--- src/rtl/pipe_pkg.sv ---
// Shared types and constants for the pipeline hazard logic.
package pipe_pkg;

    // Branch/jump class of the instruction resolved in EX.
    localparam logic [1:0] BR_NONE = 2'b00;
    localparam logic [1:0] BR_B    = 2'b01;
    localparam logic [1:0] BR_JALR = 2'b10;
    localparam logic [1:0] BR_J    = 2'b11;

    // Hazard FSM: normal flow, load-use bubbles pending, memory freeze.
    typedef enum logic [1:0] {
        S_RUN = 2'd0,
        S_LU  = 2'd1,
        S_MEM = 2'd2
    } state_t;

endpackage

--- src/rtl/pipe_hazard_unit_match.sv ---
// Load-use source comparator: flags a hit when any live ID source reads the
// register that the load in EX is about to write (x0 never hazards).
module hazard_match #(
    parameter int REG_AW  = 5,
    parameter int NUM_SRC = 2
) (
    input  logic                      memRead,
    input  logic [REG_AW-1:0]         rdAddr,
    input  logic [NUM_SRC*REG_AW-1:0] rsAddr,
    input  logic [NUM_SRC-1:0]        rsUsed,
    output logic                      hit
);

    logic [NUM_SRC-1:0] srcMatch;

    for (genvar i = 0; i < NUM_SRC; i++) begin : gSrc
        assign srcMatch[i] = rsUsed[i] && (rsAddr[i*REG_AW +: REG_AW] == rdAddr);
    end

    assign hit = memRead && (rdAddr != '0) && (|srcMatch);

endmodule

--- src/rtl/pipe_hazard_unit.sv ---
// Pipeline hazard control: memory freeze, branch flush and multi-cycle
// load-use bubbles, plus a saturating stall-cycle counter.
module pipe_hazard_unit
    import pipe_pkg::*;
#(
    parameter int REG_AW   = 5,
    parameter int NUM_SRC  = 2,
    parameter int LOAD_LAT = 1,
    parameter int CNT_W    = 16
) (
    input  logic                      clk,
    input  logic                      rst_n,
    input  logic                      id_mem_read,
    input  logic [REG_AW-1:0]         id_rd_addr,
    input  logic [NUM_SRC*REG_AW-1:0] rs_addr,
    input  logic [NUM_SRC-1:0]        rs_used,
    input  logic [1:0]                branch_ctrl,
    input  logic                      mem_busy,
    input  logic                      cnt_clr,
    output logic                      pc_write,
    output logic                      ifid_write,
    output logic                      instr_flush,
    output logic                      ctrl_flush,
    output logic                      pipe_hold,
    output logic [CNT_W-1:0]          stall_cnt
);

    // Bubbles still owed after the detecting cycle.
    localparam logic [2:0] LU_INIT = 3'(LOAD_LAT - 1);

    logic       hit;
    state_t     state, stateNext, resState, resStateNext, effState;
    logic [2:0] luCnt, luCntNext, resCnt, resCntNext, effCnt;

    hazard_match #(
        .REG_AW (REG_AW),
        .NUM_SRC(NUM_SRC)
    ) uMatch (
        .memRead(id_mem_read),
        .rdAddr (id_rd_addr),
        .rsAddr (rs_addr),
        .rsUsed (rs_used),
        .hit    (hit)
    );

    // State, bubble counter and the context saved across a memory freeze.
    always_ff @(posedge clk or negedge rst_n) begin
        if (!rst_n) begin
            state    <= S_RUN;
            luCnt    <= 3'd0;
            resState <= S_RUN;
            resCnt   <= 3'd0;
        end else begin
            state    <= stateNext;
            luCnt    <= luCntNext;
            resState <= resStateNext;
            resCnt   <= resCntNext;
        end
    end

    // Next state and pipeline controls; leaving a freeze behaves as the saved state.
    always_comb begin
        stateNext    = state;
        luCntNext    = luCnt;
        resStateNext = resState;
        resCntNext   = resCnt;
        pc_write     = 1'b1;
        ifid_write   = 1'b1;
        instr_flush  = 1'b0;
        ctrl_flush   = 1'b0;
        pipe_hold    = 1'b0;
        effState     = state;
        effCnt       = luCnt;
        if (state == S_MEM) begin
            effState = resState;
            effCnt   = resCnt;
        end

        if (mem_busy) begin
            pc_write   = 1'b0;
            ifid_write = 1'b0;
            pipe_hold  = 1'b1;
            stateNext  = S_MEM;
            // Capture context only on entry so a long freeze keeps the original.
            if (state != S_MEM) begin
                resStateNext = state;
                resCntNext   = luCnt;
            end
        end else if (branch_ctrl != BR_NONE) begin
            instr_flush = 1'b1;
            ctrl_flush  = 1'b1;
            stateNext   = S_RUN;
            luCntNext   = 3'd0;
        end else if (effState == S_LU) begin
            pc_write   = 1'b0;
            ifid_write = 1'b0;
            ctrl_flush = 1'b1;
            if (effCnt <= 3'd1) begin
                stateNext = S_RUN;
                luCntNext = 3'd0;
            end else begin
                stateNext = S_LU;
                luCntNext = effCnt - 3'd1;
            end
        end else if (hit) begin
            pc_write   = 1'b0;
            ifid_write = 1'b0;
            ctrl_flush = 1'b1;
            if (LOAD_LAT > 1) begin
                stateNext = S_LU;
                luCntNext = LU_INIT;
            end else begin
                stateNext = S_RUN;
                luCntNext = 3'd0;
            end
        end else begin
            stateNext = S_RUN;
            luCntNext = 3'd0;
        end
    end

    // Count stalled fetch cycles, saturating; clear has priority.
    always_ff @(posedge clk or negedge rst_n) begin
        if (!rst_n) begin
            stall_cnt <= '0;
        end else if (cnt_clr) begin
            stall_cnt <= '0;
        end else if (!pc_write && (stall_cnt != '1)) begin
            stall_cnt <= stall_cnt + 1'b1;
        end
    end

endmodule
--- config.mk ---
export PLATFORM = sky130hd
export DESIGN_NAME = pipe_hazard_unit
export DESIGN_NICKNAME = d
export VERILOG_FILES = /design/src/rtl/pipe_pkg.sv /design/src/rtl/pipe_hazard_unit_match.sv /design/src/rtl/pipe_hazard_unit.sv
export SDC_FILE = /design/constraint.sdc
export NUM_CORES = 1
export LEC_CHECK = 0
export BUFFER_PORTS_ARGS = -buffer_cell sky130_fd_sc_hd__clkbuf_2
export CELL_PAD_IN_SITES_DETAIL_PLACEMENT = 0
export CELL_PAD_IN_SITES_GLOBAL_PLACEMENT = 1
export CORE_MARGIN = 10
export CORE_UTILIZATION = 35
export CTS_BUF_LIST = sky130_fd_sc_hd__clkbuf_16
export DETAILED_ROUTE_END_ITERATION = 16
export HOLD_SLACK_MARGIN = 0.03
export PLACE_DENSITY = 0.77
export SYNTH_ARGS = -nofsm -noshare
export SYNTH_HDL_FRONTEND = slang
export SYNTH_SLANG_ARGS = --single-unit
--- constraint.sdc ---
create_clock -name clk -period 2 [get_ports clk]
set_clock_uncertainty 0.1 [all_clocks]
set_input_delay 0.1 -clock clk [delete_from_list [all_inputs] [get_ports clk]]
set_output_delay 0.1 -clock clk [all_outputs]
set_load 0.02 [all_outputs]
======== Word-level counts from Yosys, hierarchy flattened ========
Cells that the tools add are included.
word-level totals
  flip-flop bits (word level) ............. 26
  latch bits .............................. 0
  RAM bits ................................ 0
  ROM bits ................................ 0
  input port bits ......................... 24
  memories kept ........................... 0
cells by class
  $add $sub $neg .......................... 2
  multipliers ............................. 0
  div/mod/pow operators ................... 0
  $lt $le $gt $ge ......................... 1
  eq/ne operators ......................... 6
  shift operators ......................... 0
  muxes and demuxes ....................... 22
  bitwise operators ....................... 0
  reduce and logical (&&, ||, !) cells .... 11
operators by type and width
  operator               count
  $mux 16                2
  $add 16x1->16 const B  1
  $ne 16x16->1 const B   1
  $mux 1                 12
  $mux 3                 4
  $eq 5x5->1             2
  $mux 2                 4
  $logic_and 1x1->1      5
  $reduce_bool 5->1      1
  $reduce_bool 2->1      2
  $le 3x1->1 const B     1
  $sub 3x1->3 const B    1
  $eq 2x1->1 const B     1
  $eq 2x2->1 const B     1
  $ne 2x2->1 const B     1
  $reduce_and 2->1       1
  $reduce_or 2->1        1
  $logic_not 1->1        1

======== Depth between registers and ports, before layout ========
Gate-level depths: netlist (run 1).
  depth in word-level cells ............... 12
  mapped depth ............................ 8
  depth with buffers taken out ............ 8

======== Modules after synthesis ========
A second synthesis (run 1) with hierarchy kept.
second synthesis, totals
  cell total of the unflattened synthesis .. 158
  area, all modules ....................... 1609.0 µm²
by module, submodules not included
  module            times used  cells each  area an instance (µm²)
  pipe_hazard_unit  1           141         1475.2
  hazard_match      1           17          133.9

======== Worst setup path after synthesis (run 1) ========
Ideal clock, no wire load.
  path type ............................... reg-to-reg
  start point ............................. register stall_cnt[7]
  end point ............................... register stall_cnt[9]
  setup time .............................. 0.078 ns
  arrival time ............................ 1.885 ns
  setup slack ............................. -0.063 ns
  cell stages (with the launch flop) ...... 8
  buffers on the path ..................... 1
  period minus slack after synthesis ...... 2.063 ns
  cells stage by stage .................... dfrtp_1 > and4_1 > and3_1 > nand3_1 > nor3_2 > buf_4 > or4_1 > a21oi_1
on the way
  longest elaborated chain between the ends .. 3
  elaborated cells between the ends (all ways) .. 6
ends and longest elaborated chain
  element                                               RTL line                                          text
  from (decl)                                           pipe_hazard_unit.sv:25                            output logic [CNT_W-1:0] stall_cnt
  from (signal assigned)                                pipe_hazard_unit.sv:129                           stall_cnt <= stall_cnt + 1'b1;
  $add 16x1->16 / $ne 16x16->1 (equally long branches)  pipe_hazard_unit.sv:129, pipe_hazard_unit.sv:128
  $mux 16 / $logic_and 1x1->1 (equally long branches)   pipe_hazard_unit.sv:128                           end else if (!pc_write && (stall_cnt != '1)) begin
  $mux 16 / $reduce_bool 2->1 (equally long branches)   -
Several ways; a longest one is shown, not always the timed one. The select of a mux whose other input is x is not followed.
A chain may end at the register's enable or synchronous reset.

======== Worst setup path in the final report (run 1) ========
  start point ............................. register state[1]
  end point ............................... output pc_write
on the way
  longest elaborated chain between the ends .. 6
ends and longest elaborated chain
  element                 RTL line                text
  from (decl)             pipe_hazard_unit.sv:32  state_t state, stateNext, resState, resStateNext, effState;
  from (signal assigned)  pipe_hazard_unit.sv:54  state <= stateNext;
  $eq 2x2->1              pipe_hazard_unit.sv:74  if (state == S_MEM) begin
  $mux 2 *                pipe_hazard_unit.sv:74
  $eq 2x1->1 *            pipe_hazard_unit.sv:94  end else if (effState == S_LU) begin
  $mux 1 *                pipe_hazard_unit.sv:94
  $mux 1 *                pipe_hazard_unit.sv:89  end else if (branch_ctrl != BR_NONE) begin
  $mux 1 *                pipe_hazard_unit.sv:79  if (mem_busy) begin
  to (decl)               pipe_hazard_unit.sv:20  output logic pc_write,
Every way passes the cells marked *; elsewhere a longest branch is shown, timed or not.

==> metrics.md, run 1 <==
| Metric | Value |
|---|---|
| Flop and latch count out of synthesis | `26` |
| First-pass DRT Iterations | `4` |
| Avg Cell Area, Syn | `9.66 µm²` |
| CP bufs+invs | `3` |
| Vias in the first global route | `1,710` |
| Final Non-Filler Cells | `309` |
| Post-synth top area share | `0.394` |
| Clk Latency, worst-skew pair | `0.26 ns` |
| Max rail drop VDD | `394 µV` |
| Final core area utilization | `0.569` |
| Placed Cells incl. Taps | `287` |
| Routed via count | `1,611` |
| Final Hold Fails | `0` |
| Synth cell types | `41` |
| Ant. Diodes | `0` |
| Relative slew slack | `0.561` |
| Pleak | `1.14 nW` |
| Tot GR Track Use | `0.121` |
| Total clock sinks | `26` |
| DIE HEIGHT | `88.7 µm` |
| Nets | `285` |
| Worst endpoint data arrival time | `1.92 ns` |
| Worst path slowest cell | `dfrtp_1` |
| Pin count of the biggest net entering global routing | `27` |
| Placement Cell Area | `2100 µm²` |
| Post-synth top area cell | `dfrtp_1` |
| Setup WS pre-CTS | `-0.0960 ns` |
| Failing checks | `setup timing` |
| DRT Wirelength | `4730 µm` |
| Final Cell Area | `2540 µm²` |
| CTS Buf Count | `3` |
| Antenna viol nets, final | `0` |
| Startpoint types | `flop` |
| Outcome | `complete, but fails checks` |
| Delay-heaviest family, CP | `compound AO/OA/AOI/OAI gates` |
| WHS | `0.105 ns` |
| Hold WC Path Type | `input port to flop` |
| Crit path required time | `1.80 ns` |
| Pwr Density | `513 nW/µm²` |
| RSZ-0062 raised after global routing | `true` |
| H-tree levels | `1` |
| Ys Warns | `0` |
| Reg clk slew, reported paths | `0.06 ns` |
| Async S/R FF share, synth | `1.00` |
| Core Box Area | `4470 µm²` |
| Max layer used | `met4` |
| Area of the multi-input gates | `1050 µm²` |
| Clock tree buffer depth | `2` |
| Share of cells above drive strength 1 | `0.537` |
| Ys flop type | `dfrtp_1` |
| First-pass GRT wire length | `7770 µm` |
| DR WL/cell | `15.3 µm` |
| Post-synthesis sequential area ratio | `0.394` |
| Crit end category | `output pin` |
| CTS tree | `built` |
| Final setup vio count | `12` |
| Root buffer cell | `clkbuf_16` |
| Setup ws final | `-0.115 ns` |
| Number of synthesized flops with an enable pin | `0` |
| Critical path class | `flop to output pin` |
| 1st-iter DRT viols | `38` |
| Vias/cell | `5.21` |
| Period utilization | `1.06` |
| Metal2 WL | `2390 µm` |
| Initial antenna violation count | `0` |
| Initial Utilization | `0.369` |
| Most frequent CP cell | `buf_8` |
| Global route overflow | `0` |
| Fmax | `0.473 GHz` |
| Worst-path cell chain | `and4bb_1 > o21ai_2 > nor2b_4 > a21boi_4 > buf_12 > buf_8 > buf_8` |
| Die extent in x | `88.7 µm` |
| Cells after synthesis | `171` |
| Post-synth net total | `198` |
| CP peak stage delay | `0.41 ns` |
| Area grow syn2layout | `54.0%` |
| Placer Congestion | `0.787` |
| Slew @ Worst Pin | `0.659 ns` |
| Critical path peak fanout | `6` |
| Overall Power | `1.31 mW` |
| Die ar. | `7870 µm²` |
| Storage cell area | `654 µm²` |
| Port Buffers | `44` |
| Cell Rows | `24` |
| Max-Cap Viols | `0` |
| # IOs | `45` |
| Mapped cell area | `1650 µm²` |
| WL met1 | `2090 µm` |
| Top post-synthesis cells by area | `dfrtp_1 39%, xnor2_1 5.3%, a21oi_1 5.2%, o31ai_1 4.5%, or4_1 4.5%` |
| WL met3 | `226 µm` |
| HPWL after DPL | `3330 µm` |
| Slew Viols, Final | `0` |
| Fill cells | `400` |
| Post-route minimum period | `2.12 ns` |
| DRC Markers | `0` |
| Final setup TNS | `-0.760 ns` |
cell families (layout without fill, tap and decap cells):
logic type | count (synthesis) | after routing | share of synthesized area
compound gates | 43 | 43 | 0.177
xor+xnor | 11 | 11 | 0.0583
fa+ha+maj | 3 | 3 | 0.0227
buf+inv | 17 | 103 | 0.0621
flops | 26 | 26 | 0.394
mux | 8 | 8 | 0.0576
simple gates | 63 | 63 | 0.228
metal layers:
metal | GRT usage | up-vias
li1 | - | 815
met1 | 0.139 | 771
met2 | 0.219 | 21
met3 | 0.0386 | 4
met4 | 0.0176 | 0
met5 | 0 | -
path summary, 6_finish.rpt:
check | from | to | slack, ns | cells past startpoint
max | state[1] | pc_write | -0.12 | 7
max reg2reg | state[1] | stall_cnt[10] | -0.10 | 8
max in group asynchronous | rst_n | stall_cnt[9] | 1.04 | 2
min in group asynchronous | rst_n | resState[0] | 0.30 | 2
min | mem_busy | state[1] | 0.11 | 2
min reg2reg | resState[0] | resState[0] | 0.40 | 1
layout by cell type (no fill, tap or decap), types with 4 or more instances in the layout:
cell / n
or4_1: 4
or4_4: 6
nand4_1: 6
o31ai_1: 9
nand2_1: 10
dfrtp_1: 23
xnor2_1: 10
buf_4: 41
clkbuf_2: 42
inv_1: 8
nand3_1: 7
a21oi_2: 7
nor2_1: 5
a21oi_1: 10
mux2_2: 4
clkbuf_16: 4
Yosys cell counts (all sizes together) (3+ instances only):
cell / number
buf: 8
a21oi: 17
o21ai: 6
a22o: 3
xnor2: 10
o31ai: 10
nor2: 8
dfrtp: 26
nand2: 10
ha: 3
inv: 8
or4: 10
mux2: 6
nor2b: 5
nor3: 6
nand4: 6
nand3: 7
sequential cells by signal, indices dropped and copies added (netlist names):
register,flops
luCnt,3
resCnt,3
stall_cnt,16
state,2
resState,2
where the power goes:
| part | switching [mW] | internal [mW] |
|---|---|---|
| clock network | 0.183 | 0.398 |
| registers | 0.00322 | 0.530 |
| logic | 0.0982 | 0.0932 |
area by class of cell:
| type | count | area share |
|---|---|---|
| clock inverter | 1 | 0.0118 |
| sequential | 26 | 0.257 |
| timing repair buffer | 91 | 0.251 |
| tap | 52 | 0.0256 |
| inverter | 8 | 0.0118 |
| multi-input combinational | 128 | 0.413 |
| clock buffer | 3 | 0.0295 |
what timing repair did:
action / in CTS / in global routing
gates resized for setup: 7 / 34
cloned: 1 / 1
pin swaps: 6 / 20
hold endpoints to repair: 26 / 0
buffers inserted: 8 / 8
setup endpoints to repair: 12 / 22
hold buffers: 1 / 0
Note: power is estimated with default switching activity, not from simulation.
==> run 2: changes to the inputs <==
--- a/config.mk
+++ b/config.mk
@@ -5,11 +5,12 @@
 export SDC_FILE = /design/constraint.sdc
 export NUM_CORES = 1
 export LEC_CHECK = 0
+export ABC_AREA = 1
 export BUFFER_PORTS_ARGS = -buffer_cell sky130_fd_sc_hd__clkbuf_2
 export CELL_PAD_IN_SITES_DETAIL_PLACEMENT = 0
 export CELL_PAD_IN_SITES_GLOBAL_PLACEMENT = 1
 export CORE_MARGIN = 10
-export CORE_UTILIZATION = 35
+export CORE_UTILIZATION = 33
 export CTS_BUF_LIST = sky130_fd_sc_hd__clkbuf_16
 export DETAILED_ROUTE_END_ITERATION = 16
 export HOLD_SLACK_MARGIN = 0.03
==> run 2 against run 1 <==
The run now ends clean. Worst setup slack gained 0.24 ns. Power grew 3.0%. Critical endpoint is now stall_cnt[7]. Non-clock buffer count shrank 34. Critical path type is now flop to flop.
==> metrics.md, run 2 <==
| Metric | Value |
|---|---|
| Hold Path Sink | `state[0]` |
| Placed Cells incl. Taps | `375 (+31%)` |
| Root buffer cell | `clkbuf_16` |
| Relative slew slack | `0.557 (-0.00354)` |
| Cell Rows | `26 (+8.3%)` |
| R2R depth | `11 (+3)` |
| First-pass GRT wire length | `8040 µm (+3.5%)` |
| Area of the multi-input gates | `960 µm² (-8.6%)` |
| Vias/cell | `4.54 (-13%)` |
| Fill cells | `559 (+40%)` |
| Min-Delay Path Depth | `4 (+2)` |
| HPWL after DPL | `3480 µm (+4.6%)` |
| Post-synth top area share | `0.370 (-0.0241)` |
| Async S/R FF share, synth | `1.00 (unchanged)` |
| Pleak | `1.18 nW (+4.1%)` |
| Outcome | `finished, final reports clean` |
| Port Buffers | `44 (unchanged)` |
| Antenna viol nets, final | `0 (unchanged)` |
| Routed via count | `1,740 (+8.0%)` |
| Crit end category | `flop` |
| Period utilization | `0.938 (-0.119)` |
| Top-count cell post-synth | `nand2_1` |
| 1st-iter DRT viols | `113 (+200%)` |
| FF-to-FF End | `stall_cnt[7]` |
| Vias in the first global route | `1,769 (+3.5%)` |
| Reg-to-Reg Start | `stall_cnt[3]` |
| Largest register FFs | `16 (unchanged)` |
| Critical path peak fanout | `16 (+10)` |
| Mapped cell area | `1760 µm² (+6.5%)` |
| Die ar. | `8650 µm² (+10%)` |
| Post-synth net total | `286 (+44%)` |
| Top post-synthesis cells by area | `dfrtp_1 37%, nand2_1 19%, nand3_1 7.4%, nor2_1 7.0%, inv_1 6.0%` |
| DR WL/cell | `12.0 µm (-21%)` |
| RSZ-0062 raised after global routing | `true` |
| Clock tree buffer depth | `2 (unchanged)` |
| CTS tree | `built` |
| Slew @ Worst Pin | `0.664 ns (+0.00530 ns)` |
| Crit path required time | `2.05 ns (+0.25 ns)` |
| Hold WC Path Type | `input port to flop` |
| Total clock sinks | `26 (unchanged)` |
| Reg clk slew, reported paths | `0.07 ns (about the same)` |
| Cells after synthesis | `259 (+51%)` |
| Max rail drop VDD | `434 µV (+10%)` |
| First-pass DRT Iterations | `4 (unchanged)` |
| Synth cell types | `26 (-37%)` |
| Ant. Diodes | `0 (unchanged)` |
| R2R setup slack | `0.12 ns (+0.22 ns)` |
| Most common cell after layout, fill and taps aside | `nand2_1` |
| Pwr Density | `601 nW/µm² (+17%)` |
| Initial Utilization | `0.342 (-0.0269)` |
| Placer Congestion | `0.866 (+9.9%)` |
| WHS | `0.130 ns (+0.0247 ns)` |
| Final Non-Filler Cells | `383 (+24%)` |
| # IOs | `45 (unchanged)` |
| Share of cells above drive strength 1 | `0.233 (-0.304)` |
| Max-Cap Viols | `0 (unchanged)` |
| Die extent in x | `93.0 µm (+4.9%)` |
| Initial antenna violation count | `0 (unchanged)` |
| Area grow syn2layout | `27.2%` |
| Ys flop type | `dfrtp_1` |
| Critical path class | `flop to flop` |
| Tot GR Track Use | `0.110 (-0.0119)` |
| Final Cell Area | `2240 µm² (-12%)` |
| Final setup TNS | `0 ns (+0.760 ns)` |
| Slew Viols, Final | `0 (unchanged)` |
| Number of synthesized flops with an enable pin | `0 (unchanged)` |
| DRC Markers | `0 (unchanged)` |
| H-tree levels | `1 (unchanged)` |
| Pin count of the biggest net entering global routing | `27 (unchanged)` |
| DIE HEIGHT | `93.0 µm (+4.9%)` |
| Avg Cell Area, Syn | `6.79 µm² (-30%)` |
| Fmax | `0.533 GHz (+13%)` |
| Post-route minimum period | `1.88 ns (-0.239 ns)` |
| Startpoint types | `flop` |
| Hold Path Origin | `branch_ctrl[0]` |
| DRT Wirelength | `4610 µm (-2.5%)` |
| Nets | `341 (+20%)` |
| Ys Warns | `0 (unchanged)` |
| Core Box Area | `5140 µm² (+15%)` |
| Commonest cells in the synthesized netlist | `88 x nand2_1, 33 x nor2_1, 28 x inv_1, 26 x dfrtp_1, 26 x nand3_1` |
| Top flop regs | `stall_cnt (16), luCnt (3), resCnt (3)` |
| Final setup vio count | `0 (-12)` |
| Most frequent cells in the layout | `88 x nand2_1, 44 x clkbuf_2, 33 x nor2_1, 28 x inv_1, 26 x nand3_1` |
| Clk Latency, worst-skew pair | `0.26 ns (about the same)` |
| Flop and latch count out of synthesis | `26 (unchanged)` |
| Final Hold Fails | `0 (unchanged)` |
| Overall Power | `1.35 mW (+3.0%)` |
| Placement Cell Area | `2090 µm² (-0.71%)` |
| Largest Register | `stall_cnt` |
| CTS Buf Count | `3 (unchanged)` |
| Post-synth top area cell | `dfrtp_1` |
| Post-synthesis sequential area ratio | `0.370 (-0.0241)` |
| Worst endpoint data arrival time | `1.93 ns (about the same)` |
| Global route overflow | `0 (unchanged)` |
| Storage cell area | `654 µm² (unchanged)` |
## run 2: cell count changes after synthesis, sizes merged, moves of 6 or more
| cell | previous run | this run |
|---|---|---|
| o31ai | 10 | 0 |
| a21oi | 17 | 3 |
| mux2 | 6 | 0 |
| or4 | 10 | 0 |
| inv | 8 | 28 |
| xnor2 | 10 | 1 |
| nand3 | 7 | 27 |
| xor2 | 1 | 7 |
| nand2 | 10 | 92 |
| nor2 | 8 | 35 |
## run 2: worst max-delay path by stage
stage,startpoint,endpoint,slack [ns],cells after the start
final,stall_cnt[3],stall_cnt[7],0.12,11
after global routing,stall_cnt[3],stall_cnt[9],-0.03,11
after CTS,stall_cnt[3],stall_cnt[7],0.05,11
after detailed placement,stall_cnt[3],stall_cnt[7],0.09,11
after global placement,stall_cnt[3],stall_cnt[5],0.07,11
after floorplan,stall_cnt[0],stall_cnt[7],0.11,11
## run 2: stage by stage
| step | setup WS, ns | utilization |
|---|---|---|
| after floorplan | 0.109 | - |
| after global placement | 0.0748 | 0.406 |
| after detailed placement | 0.0930 | 0.406 |
| after CTS | 0.0464 | 0.430 |
| after global routing | -0.0316 | 0.435 |
| final | 0.124 | 0.435 |
## run 2: cells by family (layout without fill, tap and decap cells)
group,after synthesis,count (layout),share of synthesized area
xor+xnor,8,8,0.0398
simple gates,165,165,0.414
buf+inv,36,90,0.0896
fa+ha+maj,3,3,0.0213
compound gates,21,21,0.0654
flops,26,26,0.370
## run 2: timing repair
item                                   in CTS  in global routing
resized for setup                           0                  6
setup endpoints to repair                   0                 21
hold buffers                                2                  0
buffers inserted                            0                  2
endpoints found under the hold margin      27                  0
## run 2: cell type report
class,instances,area share
clock buffer,3,0.0335
clock inverter,1,0.0134
inverter,29,0.0486
multi-input combinational,197,0.429
sequential,26,0.292
tap,70,0.0391
timing repair buffer,57,0.144
## run 2: report_power, final
group	leakage [nW]	switching [mW]	internal, mW
clock	0.0511	0.184	0.398
sequential	0.352	0.0112	0.538
combinational	0.781	0.135	0.0784
total	1.18	0.330	1.02
## run 2: critical path: stages, from the launching register on
cell     delay, ns
dfrtp_2       0.44
nand2_2       0.09
nor2_4        0.13
nand2_2       0.08
nor2_4        0.14
nand2_2       0.09
nor3_2        0.12
nand2_1       0.12
nand3_4       0.16
nand2_4       0.16
nand2_1       0.09
nand2_1       0.05
## run 2: routing by layer
metal / GRT usage / vias up / wire (µm)
met2: 0.175 / 51 / 2020
met5: 0 / - / 0
li1: - / 925 / -
met1: 0.142 / 757 / 2250
met3: 0.0240 / 7 / 271
met4: 0.0386 / 0 / 67
==> run 3: changes to the inputs <==
--- a/config.mk
+++ b/config.mk
@@ -14,7 +14,7 @@
 export CTS_BUF_LIST = sky130_fd_sc_hd__clkbuf_16
 export DETAILED_ROUTE_END_ITERATION = 16
 export HOLD_SLACK_MARGIN = 0.03
-export PLACE_DENSITY = 0.77
+export PLACE_DENSITY = 0.81
 export SYNTH_ARGS = -nofsm -noshare
 export SYNTH_HDL_FRONTEND = slang
 export SYNTH_SLANG_ARGS = --single-unit
==> run 3 against run 2 <==
Count of clock-buffer cells in the layout unchanged. Cell count up 1.3%. Die area unchanged. Critical path type unchanged. Largest power group is now sequential cells.
==> metrics.md, run 3 (synthesis gave the netlist of run 2 again) <==
| Metric | Value |
|---|---|
| Outcome | `finished, final reports clean` |
| Pint | `0.893 mW (-12%)` |
| Initial antenna violation count | `0 (unchanged)` |
| Placer Congestion | `0.780 (-9.9%)` |
| Vias/cell | `4.60 (+1.3%)` |
| Slew @ Worst Pin | `0.662 ns (-0.00218 ns)` |
| Final setup TNS | `0 ns (unchanged)` |
| Seq pwr share | `0.448 (+0.039)` |
| Initial Utilization | `0.342 (unchanged)` |
| Reg-to-Reg Start | `stall_cnt[1]` |
| DIE HEIGHT | `93.0 µm (unchanged)` |
| Worst setup path startpoint | `stall_cnt[1]` |
| Most common cell after layout, fill and taps aside | `nand2_1` |
| HPWL after DPL | `3470 µm (-0.40%)` |
| Post-route minimum period | `1.82 ns (-0.0551 ns)` |
| 1st-iter DRT viols | `88 (-22%)` |
| Die extent in x | `93.0 µm (unchanged)` |
| Tot GR Track Use | `0.108 (-0.00144)` |
| Pwr Density | `544 nW/µm² (-9.5%)` |
| Critical path peak fanout | `8 (-8)` |
| Pleak | `1.20 nW (+0.94%)` |
| Share of cells above drive strength 1 | `0.233 (-0.000522)` |
| Vias in the first global route | `1,707 (-3.5%)` |
| Startpoint types | `flop` |
| Ant. Diodes | `0 (unchanged)` |
| Nets | `346 (+1.5%)` |
| Max-Cap Viols | `0 (unchanged)` |
| Worst endpoint data arrival time | `1.92 ns (about the same)` |
| Clock tree buffer depth | `2 (unchanged)` |
| Crit path required time | `2.10 ns (+0.05 ns)` |
| Max rail drop VDD | `292 µV (-33%)` |
| First-pass DRT Iterations | `4 (unchanged)` |
| DR WL/cell | `11.6 µm (-3.4%)` |
| Final Hold Fails | `0 (unchanged)` |
| CTS Buf Count | `3 (unchanged)` |
| Switching power total | `0.330 mW (-0.12%)` |
| RSZ-0062 raised after global routing | `false` |
| First-pass GRT wire length | `7890 µm (-1.9%)` |
| Die ar. | `8650 µm² (unchanged)` |
| Crit end category | `flop` |
| Fmax | `0.549 GHz (+3.0%)` |
| Share of power burned in combinational logic | `0.182 (+0.023)` |
| CTS tree | `built` |
| # IOs | `45 (unchanged)` |
| Final setup vio count | `0 (unchanged)` |
| Antenna viol nets, final | `0 (unchanged)` |
| Switch share | `0.270 (+0.0242)` |
| Reg clk slew, reported paths | `0.07 ns (about the same)` |
| Routed via count | `1,785 (+2.6%)` |
| Global route overflow | `0 (unchanged)` |
| DRC Markers | `0 (unchanged)` |
| Slew Viols, Final | `0 (unchanged)` |
| Fill cells | `582 (+4.1%)` |
| Area grow syn2layout | `27.8%` |
| Total clock sinks | `26 (unchanged)` |
| Largest register FFs | `16 (unchanged)` |
| FF-to-FF End | `stall_cnt[12]` |
| Clock Power Share | `0.369 (-0.064)` |
| Cell Rows | `26 (unchanged)` |
| Overall Power | `1.22 mW (-9.1%)` |
| DRT Wirelength | `4520 µm (-2.1%)` |
| R2R depth | `10 (-1)` |
| Pin count of the biggest net entering global routing | `27 (unchanged)` |
| Hold Path Sink | `state[0]` |
| Port Buffers | `44 (unchanged)` |
| Root buffer cell | `clkbuf_16` |
| Hold Path Origin | `branch_ctrl[0]` |
| Critical path class | `flop to flop` |
| R2R setup slack | `0.18 ns (+0.06 ns)` |
| Relative slew slack | `0.559 (+0.00145)` |
| Top flop regs | `stall_cnt (16), luCnt (3), resCnt (3)` |
| Clk Latency, worst-skew pair | `0.26 ns (about the same)` |
| Largest Register | `stall_cnt` |
| H-tree levels | `1 (unchanged)` |
| Core Box Area | `5140 µm² (unchanged)` |
| Hold WC Path Type | `input port to flop` |
| Period utilization | `0.911 (-0.0276)` |
| Min-Delay Path Depth | `4 (unchanged)` |
| Most frequent cells in the layout | `88 x nand2_1, 44 x clkbuf_2, 33 x nor2_1, 28 x inv_1, 26 x nand3_1` |
-- run 3: worst max path at each step --
stage                         end  slack (ns)  cells after the start
floorplan            stall_cnt[7]        0.11                     11
global placement     stall_cnt[3]        0.02                     11
detailed placement   stall_cnt[3]        0.02                     11
CTS                  stall_cnt[3]        0.01                     11
global route             luCnt[1]       0.005                      9
finish              stall_cnt[12]        0.18                     10
-- run 3: repair_timing --
action	4_1_cts	5_1_grt
hold buffers	2	0
endpoints found under the hold margin	27	0
buffers inserted	0	5
endpoints found under the setup margin	0	16
gates resized for setup	0	3
-- run 3: layer usage --
metal	vias to the layer above	part of all wire	wire length (µm)	track usage
li1	944	-	-	-
met1	801	0.47	2100	0.139
met2	38	0.48	2180	0.175
met3	2	0.045	203	0.0192
met4	0	0.0078	35	0.0424
met5	-	0	0	0
-- run 3: cell type report --
type	count	area, µm²	share of cell area
Multi-Input combinational cell	197	960	0.427
Clock buffer	3	75.1	0.0334
Tap cell	70	87.6	0.0390
Inverter	29	109	0.0484
Timing Repair Buffer	62	360	0.160
Clock inverter	1	3.75	0.00167
Sequential cell	26	653	0.290
-- run 3: power by group through the flow --
stage	logic (mW)	clock network (mW)	registers, mW
floorplan	0.114	0	0.571
detailed placement	0.205	0	0.561
global route	0.255	0.486	0.550
global placement	0.205	0	0.561
CTS	0.208	0.460	0.551
finish	0.223	0.452	0.548
-- run 3: critical path, stage by stage (launching register included) --
cell and delay (ns):
dfrtp_1 0.39, ha_1 0.21, nand2_2 0.10, nor2_4 0.15
nand2_2 0.10, nor3_2 0.12, nand2_1 0.13, nand3_4 0.16
buf_4 0.18, nand3_1 0.08, nand2_1 0.07
-- run 3: metrics by stage --
stage	std cells	hold slack (ns)	utilization	worst slack [ns]	area [µm²]
3_3_place_gp	377	0.0789	0.409	0.0185	2100
5_1_grt	388	0.161	0.437	0.00523	2250
6_report	388	0.117	0.437	0.179	2250
4_1_cts	383	0.123	0.428	0.0109	2200
3_5_place_dp	377	0.0755	0.409	0.0221	2100
2_1_floorplan	259	-0.296	-	0.109	1760
